$ cat config.mk
export PLATFORM = sky130hd
export DESIGN_NAME = clk_period_meter
export DESIGN_NICKNAME = d
export VERILOG_FILES = /design/src/rtl/clk_period_meter.sv
export SDC_FILE = /design/constraint.sdc
export NUM_CORES = 1
export LEC_CHECK = 0
export ABC_CLOCK_PERIOD_IN_PS = 6610
export CORE_MARGIN = 2
export CORE_UTILIZATION = 50
export DETAILED_ROUTE_END_ITERATION = 16
export DONT_BUFFER_PORTS = 1
export PLACE_DENSITY = 0.69
export SLEW_MARGIN = 10
export SYNTH_ARGS = -nofsm -noshare
export SYNTH_HDL_FRONTEND = slang
export SYNTH_SLANG_ARGS = --single-unit
$ cat constraint.sdc
create_clock -name clk -period 6.61 [get_ports clk]
set_input_delay 0.9915 -clock clk [delete_from_list [all_inputs] [get_ports clk]]
set_output_delay 0.9915 -clock clk [all_outputs]
set_load 0.01 [all_outputs]
$ cat src/rtl/clk_period_meter.sv
// Measures the rising-to-rising period of a slow asynchronous signal in clk cycles.
// Emits a tick per rising edge, a period_valid pulse per measurement, and timeout/locked status.
module clk_period_meter #(
  parameter int unsigned W           = 32,
  parameter int unsigned TIMEOUT     = 100000000,
  parameter int unsigned SYNC_STAGES = 2
) (
  input  logic         clk,
  input  logic         rst,
  input  logic         en,
  input  logic         sig_in,
  output logic         tick,
  output logic [W-1:0] period,
  output logic         period_valid,
  output logic         timeout,
  output logic         locked
);

  typedef enum logic [1:0] {StIdle, StArm, StMeas} state_e;

  localparam logic [W-1:0] CntMax = W'(TIMEOUT - 1);

  logic [SYNC_STAGES-1:0] sync_q;
  logic                   hist_q;
  logic                   edge_det;
  state_e                 state_q;
  logic [W-1:0]           cnt_q;

  // Synchronizer and history run independently of en, so a level already high at enable is no edge.
  always_ff @(posedge clk or posedge rst) begin
    if (rst) begin
      sync_q <= '0;
      hist_q <= 1'b0;
    end else begin
      sync_q <= {sync_q[SYNC_STAGES-2:0], sig_in};
      hist_q <= sync_q[SYNC_STAGES-1];
    end
  end

  assign edge_det = sync_q[SYNC_STAGES-1] & ~hist_q;

  always_ff @(posedge clk or posedge rst) begin
    if (rst) begin
      state_q      <= StIdle;
      cnt_q        <= '0;
      period       <= '0;
      tick         <= 1'b0;
      period_valid <= 1'b0;
      timeout      <= 1'b0;
      locked       <= 1'b0;
    end else begin
      tick         <= en & edge_det;
      period_valid <= 1'b0;
      if (!en) begin
        state_q <= StIdle;
        cnt_q   <= '0;
        timeout <= 1'b0;
        locked  <= 1'b0;
      end else begin
        unique case (state_q)
          StIdle: begin
            cnt_q   <= '0;
            state_q <= StArm;
          end
          StArm: begin
            cnt_q <= '0;
            if (edge_det) begin
              state_q <= StMeas;
            end
          end
          StMeas: begin
            // An edge on the final count still counts as a measurement of exactly TIMEOUT.
            if (edge_det) begin
              period       <= cnt_q + W'(1);
              period_valid <= 1'b1;
              cnt_q        <= '0;
              timeout      <= 1'b0;
              locked       <= 1'b1;
            end else if (cnt_q == CntMax) begin
              timeout <= 1'b1;
              locked  <= 1'b0;
              cnt_q   <= '0;
              state_q <= StArm;
            end else begin
              cnt_q <= cnt_q + W'(1);
            end
          end
          default: begin
            state_q <= StIdle;
            cnt_q   <= '0;
          end
        endcase
      end
    end
  end

endmodule

After elaboration in Yosys (flattened, before gate mapping):

Cells that the tools add are included.

* bits in registers: 73
* latch bits: 0
* RAM bits: 0
* ROM bits: 0
* output and inout port bits: 36
* logic and storage cells: 45
* memories kept: 0

* add/subtract/negate cells: 1
* multipliers: 0
* div/mod/pow operators: 0
* $lt $le $gt $ge: 0
* equal/unequal tests: 8
* shifts and indexed selects: 0
* multiplexer cells: 20
* bitwise logic cells: 3
* reduce and logical (&&, ||, !) cells: 4

Operators with widths (count)
* $mux 32: 4
* $add 32x1->32 const B: 1
* $eq 32x27->1 const B: 1
* $mux 1: 11
* $ne 3x3->1 const B: 3
* $mux 2: 4
* $pmux 2 s3: 1
* $reduce_and 3->1: 2
* $ne 3x1->1 const B: 1
* $and 1x1->1: 2
* $eq 2x1->1 const B: 1
* $eq 2x2->1 const B: 1
* $logic_not 2->1: 1
* $ne 2x1->1 const B: 1
* $reduce_and 2->1: 1
* $not 1->1: 1

Depth between registers and ports, before layout:

Gate-level depths: netlist of the first run.

* depth after elaboration: 5
* mapped depth: 9
* depth with buffers taken out: 6

Least setup slack after synthesis of the first run:

Ideal clock, no wire load.

* path type: input -> register
* start: input port en
* end: register period[23]
* setup time: 0.073 ns
* data arrival time: 1.855 ns
* setup slack: 4.682 ns
* cell stages on the path: 5
* buffers on the path: 1
* path through: nand2_1 -> nor2_1 -> clkbuf_1 -> nor2_1 -> a21oi_2

* cells in the longest elaborated chain, start to end: 1

RTL lines
* start, declared: RTL line 10 `input logic en,`
* $reduce_and 3->1 (no line)
* end signal, assigned: RTL line 74 `period <= cnt_q + W'(1);`
* end, declared: RTL line 13 `output logic [W-1:0] period,`

No other way between the ends.
A chain may end at the register's enable or synchronous reset.

Worst setup path in the final report of the first run:

* start: register cnt_q[0]
* end: register cnt_q[29]

* cells in the longest elaborated chain, start to end: 5
* elaborated cells between the ends (all ways): 6
* those cells by class: add/sub (1); eq/ne (1); mux (4)

RTL lines
* start, declared: RTL line 27 `logic [W-1:0] cnt_q;`
* start signal, assigned: RTL line 85 `cnt_q <= cnt_q + W'(1);`
* $add 32x1->32 / $eq 32x27->1 (equally long branches): RTL line 85, 79
* $mux 32 *: RTL line 79 `end else if (cnt_q == CntMax) begin`
* $mux 32 *: RTL line 73 `if (edge_det) begin`
* $mux 32 *: RTL line 60 `unique case (state_q)`
* $mux 32 *: RTL line 54 `if (!en) begin`

Mark *: on every way between the ends. The rest lies on a longest branch, timed or not.

==> impl_metrics.tcl, run 1 <==
set metrics [dict create \
    min_to "sync_q[1]" \
    cts_made_buffers 9 \
    critPathCaptureType "flop" \
    async_flop_share_pct 100 \
    io_pins 40 \
    tightest_slew_ns 1.08 \
    cts_root_buf "clkbuf_8" \
    crit_path_max_fanout 32 \
    wire_per_inst_um 14.9 \
    antenna_cells 0 \
    drt_iter0_markers 88 \
    layout.nets 307 \
    yosys.area_share.simple_pct 24.8 \
    slew_headroom_pct 27.9 \
    floorplan.initialDensity_pct 51.3 \
    startpoint_type "flop" \
    syn_area_per_cell_um2 10.6 \
    yosysWarnings 0 \
    track_usage_pct 18.0 \
    drv_cap 0 \
    dp.cells 368 \
    grt_first_pass_wirelength_um 10100 \
    final_cell_count_no_fill 384 \
    hold_depth 0 \
    core-area_um2 6280 \
    ctsResizeCount 0 \
    hp-class "flop to flop" \
    clkSinkCount 73 \
    slew_viol_final 0 \
    fin_crit_sh_pct 39.8 \
    postCtsHoldBufs 0 \
    syn_inst 304 \
    synth_xor_xnor_area_share_pct 8.16 \
    cts_setup_buffers 0 \
    fin_hold_ws_ns 0.361 \
    setup_tns_ns 0 \
    cp.required_ns 6.80 \
    synthTopCellsByArea "dfrtp_1 (57%), nor2_1 (8.3%), xnor2_1 (5.4%), a21oi_1 (4.2%), xor2_1 (2.7%)" \
    drcViolationCount 0 \
    synth_top_family_by_area "simple AND/OR/NAND/NOR gates" \
    worstReg2RegEnd "cnt_q[29]" \
    avgViaCountPerCell 5.45 \
    synth_top_area_share_pct 56.7 \
    antenna_found_initial 0 \
    drt-pass1-iter-count 4 \
    clkTransAtPathRegs_ns 0.07 \
    die_w_um 84.2 \
    synthFlopType "dfrtp_1" \
    synth-compound-area-share_pct 6.80 \
    r2r_cells 6 \
    dp_hpwl_um 3780 \
    worstSkewPairLatency_ns 0.35 \
    clk_path_buf_depth 2 \
    wirelength_um 5720 \
    vias 2094 \
    cts-htree-levels 3 \
    yosys.area.top_type "dfrtp_1" \
    p_per_area_nw_per_um2 269 \
    layout-drive-gt1-share_pct 12.4 \
    syn-cell-area_um2 3220 \
    synth_cell_types 37 \
    p_leak_uw 0.00145 \
    rsz0062_at_grt "no" \
    finalHoldViolations 0 \
    antenna_left 0 \
    area_growth_pct 7.31 \
    r2r_slack_ns 3.98 \
    die_y_um 84.2 \
    grt-ovfl-total 0 \
    synth_edf_count 0 \
    finalCriticalPeriod_ns 2.63 \
    finClkSkew_ns 0.00478 \
    arrival_ns 2.82 \
    yosys.area_share.adder_pct 0.389 \
    peakVddDrop_uv 154 \
    setup_viol 0 \
    cts_tree "yes" \
    hp-start "sync_q[0]" \
    yosys_register_bits 73 \
    outcome "finished clean" \
    reg2reg_from "cnt_q[0]" \
    rows 29 \
    ys_seq_area_share_pct 56.7 \
    synthMuxAreaShare_pct 0.350 \
    numPortBuffers 0 \
    place_congestion 0.837 \
    grt_max_degree 74 \
    fmax_ghz 0.380 \
    die_area_um2 7100 \
    crit_type "flop to flop" \
    first_global_vias 2109 \
    synth_nets 309 \
]
layer usage:
metal	part of all wire, %	wire length [um]	track usage [%]	vias to the layer above
li1	-	-	-	1026
met1	49	2820	25.0	1023
met2	44	2520	26.3	34
met3	4.1	232	4.82	11
met4	2.4	136	8.80	0
met5	0	0	0	-
cells in the mapped netlist, types with 3 or more instances:
cell and instances:
nor4_1 5, xnor2_1 20, nand2_1 7, nor4_2 3, and2_1 4, xor2_1 10, and3_1 6, clkbuf_1 6
nand2b_1 3, nor4_4 3, dfrtp_1 73, nand4_1 10, buf_2 7, a21oi_1 27, nor2b_1 3, nor2_1 71
a21oi_2 7, and4_1 3, inv_1 3, nor3_1 6, nand3_1 11
per-stage QoR:
stage	setup WS [ns]	utilization [%]	total power (uW)	area, um^2
2_1_floorplan	3.77	-	588	3220
3_3_place_gp	4.04	52.0	603	3260
3_5_place_dp	3.98	52.0	605	3260
4_1_cts	3.94	55.0	938	3450
5_1_grt	3.69	55.0	973	3450
6_report	3.98	55.0	929	3450
where the power goes:
part	total [uW]	leakage (uW)	switching, uW	internal [uW]
Combinational	55.5	0.000370	31.7	23.9
Sequential	539	0.000981	49.7	489
Clock	334	0.000102	158	176
worst max-delay path, stage by stage (launching register included):
cell	delay [ns]
dfrtp_1	0.39
ha_1	0.27
and4_1	0.36
nand4_1	0.16
nor3_1	0.27
or3_1	0.88
nor2_1	0.12
area by class of cell:
cell class	count	area, um^2
sequential	73	1830
clock inverter	2	10.0
multi-input combinational	213	1310
timing repair buffer	2	15.0
tap	77	96.3
fill	540	2820
clock buffer	14	183
inverter	3	11.3
flip-flops by register name (all words and copies together), names as in the netlist:
name / flops
hist_q: 1
tick: 1
period_valid: 1
state_q: 2
sync_q: 2
cnt_q: 32
timeout: 1
period: 32
locked: 1
layout by cell type, fill, tap and decap left out, types with 7 or more instances in the layout:
| master | count |
|---|---|
| a21oi_1 | 27 |
| xor2_1 | 10 |
| nand3_1 | 11 |
| nor2_1 | 70 |
| a21oi_2 | 7 |
| nand2_1 | 7 |
| dfrtp_1 | 73 |
| clkbuf_8 | 13 |
| nand4_1 | 10 |
| xnor2_1 | 20 |
logic make-up after synthesis:
kind of cell    Yosys count
compound gates           37
xor+xnor                 30
fa+ha+maj                 1
buf+inv                  18
flops                    73
mux                       1
simple gates            144
worst max path at each step:
| stage | startpoint | to | cells past startpoint |
|---|---|---|---|
| finish | cnt_q[0] | cnt_q[29] | 6 |
| global route | cnt_q[0] | cnt_q[27] | 6 |
| CTS | cnt_q[0] | cnt_q[17] | 6 |
| detailed placement | cnt_q[0] | cnt_q[29] | 6 |
| global placement | cnt_q[0] | cnt_q[23] | 6 |
| floorplan | rst | cnt_q[0] | 1 |
No activity file was read; power rests on OpenSTA's default activity.
==> run 2, diff against run 1 <==
ABC_CLOCK_PERIOD_IN_PS = 2100   (was 6610)
PLACE_DENSITY = 0.72   (was 0.69)
clock period = 2.1 ns   (was 6.61 ns; I/O delays follow)
==> impl_metrics.tcl, run 2 (synthesized netlist as in run 1, its figures left out) <==
set metrics [dict create \
    layout_setup_ws_ns 0.168 \
    crit_path_max_fanout 4 \
    path_buf_inv 0 \
    layout.nets 316 \
    wire_per_inst_um 16.1 \
    clkPwrFrac_pct 35.1 \
    r2r_cells 6 \
    worstSkewPairLatency_ns 0.34 \
    antenna_left 0 \
    netSwitchingFraction_pct 26.1 \
    slew_viol_final 0 \
    mostFrequentLayoutCells "dfrtp_1 (73), nor2_1 (70), a21oi_1 (27)" \
    cts_tree "yes" \
    finalCriticalPeriod_ns 1.93 \
    clk_path_buf_depth 2 \
    setup_viol 0 \
    cts-htree-levels 3 \
    intPower_uw 2140 \
    drv_cap 0 \
    reg_top3 "cnt_q: 32 flops, period: 32 flops" \
    rows 29 \
    die_area_um2 7100 \
    die_w_um 84.2 \
    final_common_cell "dfrtp_1" \
    wirelength_um 6310 \
    drt-pass1-iter-count 4 \
    arrival_ns 2.16 \
    layout-drive-gt1-share_pct 14.0 \
    die_y_um 84.2 \
    grt_first_pass_wirelength_um 10700 \
    grt-ovfl-total 0 \
    multi_input_area_um2 1310 \
    fin_hold_ws_ns 0.0926 \
    place_congestion 0.848 \
    path_depth 6 \
    tightest_slew_ns 0.638 \
    cts_setup_buffers 0 \
    fin_crit_sh_pct 92.0 \
    cpPeakStageDelay_ns 0.47 \
    io_pins 40 \
    crit_family "simple AND/OR/NAND/NOR gates" \
    stdcell_area_um2 3540 \
    vias 2177 \
    clkSinkCount 73 \
    crit_chain "ha_1, and4_1, nand4_1, or4_1, a22oi_1, nor2b_1" \
    area_growth_pct 10.1 \
    outcome "finished clean" \
    startpoint_type "flop" \
    setup_tns_ns 0 \
    numPortBuffers 0 \
    pwr-share-comb_pct 6.4 \
    drt_iter0_markers 107 \
    hp-class "primary input to flop" \
    antenna_cells 0 \
    floorplan.initialDensity_pct 51.3 \
    final_cell_count_no_fill 392 \
    rsz0062_at_grt "no" \
    antenna_found_initial 0 \
    finalHoldViolations 0 \
    p_seq_share_pct 58.5 \
    core-area_um2 6280 \
    dp_hpwl_um 4250 \
    finClkSkew_ns 0.00769 \
    p_leak_uw 0.00149 \
    track_usage_pct 19.2 \
    critPathCaptureType "flop" \
    clkTransAtPathRegs_ns 0.07 \
    hold_depth 1 \
    dpl_cell_area_um2 3340 \
    nFillCells 559 \
    post-place-ws_ns 0.224 \
    drcViolationCount 0 \
    avgViaCountPerCell 5.55 \
    cts_root_buf "clkbuf_8" \
    first_global_vias 2310 \
    register_area_um2 1830 \
    slowest_stage "or4_1" \
    peakVddDrop_uv 494 \
    fmax_ghz 0.518 \
    p_sw_uw 754 \
    grt_max_degree 48 \
    crit_type "flop to flop" \
    slew_headroom_pct 57.4 \
    p_per_area_nw_per_um2 817 \
    cp.required_ns 2.33 \
    dp.cells 375 \
    cts_made_buffers 9 \
]
==> run 2: changes by cell type in the layout (fill, tap and decap cells not counted) <==
cell           before  now
buf_12              0    2
buf_4               2    7
dlygate4sd3_1       0    2
clkinv_2            2    1
clkinvlp_4          0    2
clkbuf_8           13   12
inv_2               1    0
==> run 2: cell type report <==
class / instances / share of cell area [%]
inverters: 3 / 0.424
clock buffers: 13 / 4.77
multi-input cells: 213 / 37.0
repair buffers: 11 / 3.18
well taps: 77 / 2.72
flip-flops and latches: 73 / 51.5
clock inverters: 2 / 0.353
==> run 2: worst paths after layout <==
path	startpoint	endpoint	slack [ns]
worst max-delay path	cnt_q[0]	state_q[1]	0.17
worst min-delay path	en	state_q[0]	0.09
worst max register to register	cnt_q[0]	state_q[1]	0.17
worst min register to register	sync_q[0]	sync_q[1]	0.35
max in group asynchronous	rst	cnt_q[29]	0.94
min in group asynchronous	rst	period[23]	0.53
==> run 2: metal layers <==
layer | part of all wire [%] | wire length (um) | vias up | global-route usage (%)
met4 | 2.0 | 127 | 0 | 10.3
li1 | - | - | 1050 | -
met2 | 47 | 2970 | 55 | 30.5
met5 | 0 | 0 | - | 0
met3 | 4.2 | 264 | 12 | 3.64
met1 | 47 | 2940 | 1060 | 25.2
==> run 2: through the flow <==
| step | util, % | power [uW] |
|---|---|---|
| after floorplan | - | 1850 |
| after global placement | 53.3 | 1900 |
| after detailed placement | 53.3 | 1910 |
| after CTS | 56.5 | 2930 |
| after global routing | 56.5 | 3030 |
| final | 56.5 | 2900 |
==> run 2: timing repair <==
item	CTS	global route
hold buffers	2	0
endpoints found under the hold margin	27	0
endpoints found under the setup margin	0	0
gates resized for setup	0	0
==> run 2: power by group through the flow <==
| stage | combinational (uW) | sequential [uW] | clock (uW) |
|---|---|---|---|
| 2_1_floorplan | 152 | 1700 | 0 |
| 4_1_cts | 192 | 1700 | 1040 |
| 3_3_place_gp | 178 | 1720 | 0 |
| 5_1_grt | 221 | 1710 | 1100 |
| 6_report | 186 | 1690 | 1020 |
| 3_5_place_dp | 187 | 1720 | 0 |
==> RTL change, RTL diff (settings of run 2) <==
Set the parameter `W` to 16 (it was 32).
--- a/src/rtl/clk_period_meter.sv
+++ b/src/rtl/clk_period_meter.sv
@@ -3,3 +3,3 @@
 module clk_period_meter #(
-  parameter int unsigned W           = 32,
+  parameter int unsigned W           = 16,
   parameter int unsigned TIMEOUT     = 100000000,
Interface: changed (resized period); port bits go from 40 to 24. The function was not compared with the original's and may differ.
==> RTL change against run 2 <==
Largest power group unchanged. Non-clock buffer count shrank 6. Final area decreased by 49%. Sequential cell count decreased by 32. Area after synthesis shrank 48%. Wire length is 55% lower. Count of clock-buffer cells in the layout shrank 6. Critical endpoint is now cnt_q[12]$_DFF_PP0_. Sequential power decreased by 45%. Synthesized cell count decreased by 50%. Global-route usage shrank 1.9 points. Power is 50% lower. Via count fell by 51%. Cell count decreased by 48%. Setup slack improved by 0.30 ns.
==> RTL change: results (changes against run 2) <==
outcome=complete, no violations; clock tree buffer depth=2 (unchanged); Int Pwr=1.09 mW (-49%); final non-filler cell total=204 (-48%); setup slack at placement=0.451 ns (+0.227 ns); post-DR vias/cell=5.22 (-6.0%); CTS root buf=clkbuf_4; Placed Cells=194 (-48%); Max rail drop VDD=0.574 mV (+16%); clock-pin slew on the worst setup and hold paths=0.11 ns (+0.04 ns); Placed Area=1720 um2 (-49%); Num CTS Buffers=5 (-4); Largest regs=cnt_q (16), period (16); TritonRoute pass-1 iters=4 (unchanged); fraction of layout cells with a size suffix above 1=0.131 (-0.00843); initial antenna violation count=0 (unchanged); initial detailed-routing violation count=43 (-60%); Commonest cells post-synth=41 x dfrtp_1, 35 x nor2_1, 13 x a21oi_1, 9 x xor2_1, 7 x nand3_1; hold path depth=1 (unchanged); slew at the pin closest to its max-slew limit=0.501 ns (-0.137 ns); Synth area leaders=dfrtp_1 62%, nor2_1 7.9%, xor2_1 4.7%; Yosys cell types=29 (-22%); GPL Wtd Cong=0.753 (-11%); LEAKAGE=0.805 nW (-46%); largest net degree at the start of global routing=42 (-13%); ys async rst share=1.00 (unchanged); Synthesized Nets=156 (-50%); share of the yosys chip area belonging to registers=0.616 (+0.0482); H-tree depth=2 (-1); crit-path max FO=14 (+10); DRT Wirelength=2830 um (-55%); clk_skew=0.00246 ns (-0.00523 ns); slowest stage cell on the critical path=dfrtp_1; overall global routing resource usage=0.173 (-0.0193); global-route wire length before repair=4600 um (-57%); worst stage delay on the critical path=0.42 ns (-0.05 ns); Post-Syn Instances=151 (-50%); vias in the first global route=1066 (-54%); Hold Path Class=in -> reg; signal arrival time at the worst endpoint=1.87 ns (-0.29 ns); DP HPWL=2040 um (-52%); R2R depth=6 (unchanged)
RTL change: changes by cell type in the layout (fill, tap and decap cells not counted), sizes merged, moves of 10 or more:
cell,change
nor2,-34
dfrtp,-32
a21oi,-19
xnor2,-15
nand4,-10
nor4,-10
RTL change: cell families (layout without fill, tap and decap cells):
family                   Yosys count  count (layout)  share of synthesized area
XOR/XNOR                          14              14                     0.0736
flip-flops                        41              41                      0.616
AO/OA/AOI/OAI                     20              20                     0.0698
adder cells (fa/ha/maj)            1               1                    0.00751
buffers and inverters              7              16                     0.0233
multiplexers                       1               1                    0.00676
AND/OR/NAND/NOR                   67              67                      0.203
RTL change: final timing paths:
path,start,end,slack (ns)
worst max-delay path,cnt_q[0]$_DFF_PP0_,cnt_q[12]$_DFF_PP0_,0.47
worst min-delay path,en,timeout$_DFFE_PP0P_,0.09
worst max register to register,cnt_q[0]$_DFF_PP0_,cnt_q[12]$_DFF_PP0_,0.47
worst min register to register,sync_q[0]$_DFF_PP0_,sync_q[1]$_DFF_PP0_,0.36
max in group asynchronous,rst,cnt_q[8]$_DFF_PP0_,1.24
min in group asynchronous,rst,locked$_DFFE_PP0P_,0.51
RTL change: area by class of cell:
type	count	area, um2
Fill cell	289	1300
Clock buffer	7	65.1
Multi-Input combinational cell	103	602
Timing Repair Buffer	5	42.5
Sequential cell	41	1030
Tap cell	44	55.1
Clock inverter	1	5.00
Inverter	3	11.3
RTL change: power groups by stage:
| stage | logic [mW] | registers (mW) | clock network (mW) |
|---|---|---|---|
| final | 0.0918 | 0.929 | 0.438 |
| after CTS | 0.0954 | 0.931 | 0.459 |
| after floorplan | 0.0752 | 0.933 | 0 |
| after global placement | 0.0872 | 0.944 | 0 |
| after detailed placement | 0.0921 | 0.947 | 0 |
| after global routing | 0.105 | 0.940 | 0.493 |
RTL change: routing by layer:
layer,vias to the layer above,wire (um),GRT usage
li1,515,-,-
met1,525,1250,0.214
met2,19,1390,0.272
met3,6,128,0.0621
met4,0,54,0.0821
met5,-,0,0
RTL change: critical path, delay by kind of cell, from the launching register on:
kind | cells | cell delay, ns
adder cells (fa/ha/maj) | 1 | 0.23
flip-flops | 1 | 0.42
AND/OR/NAND/NOR | 5 | 0.86
RTL change: what timing repair did:
item / 4_1_cts / 5_1_grt
hold buffers: 2 / 0
resized for setup: 0 / 0
endpoints found under the hold margin: 42 / 0
setup buffers: 0 / 0
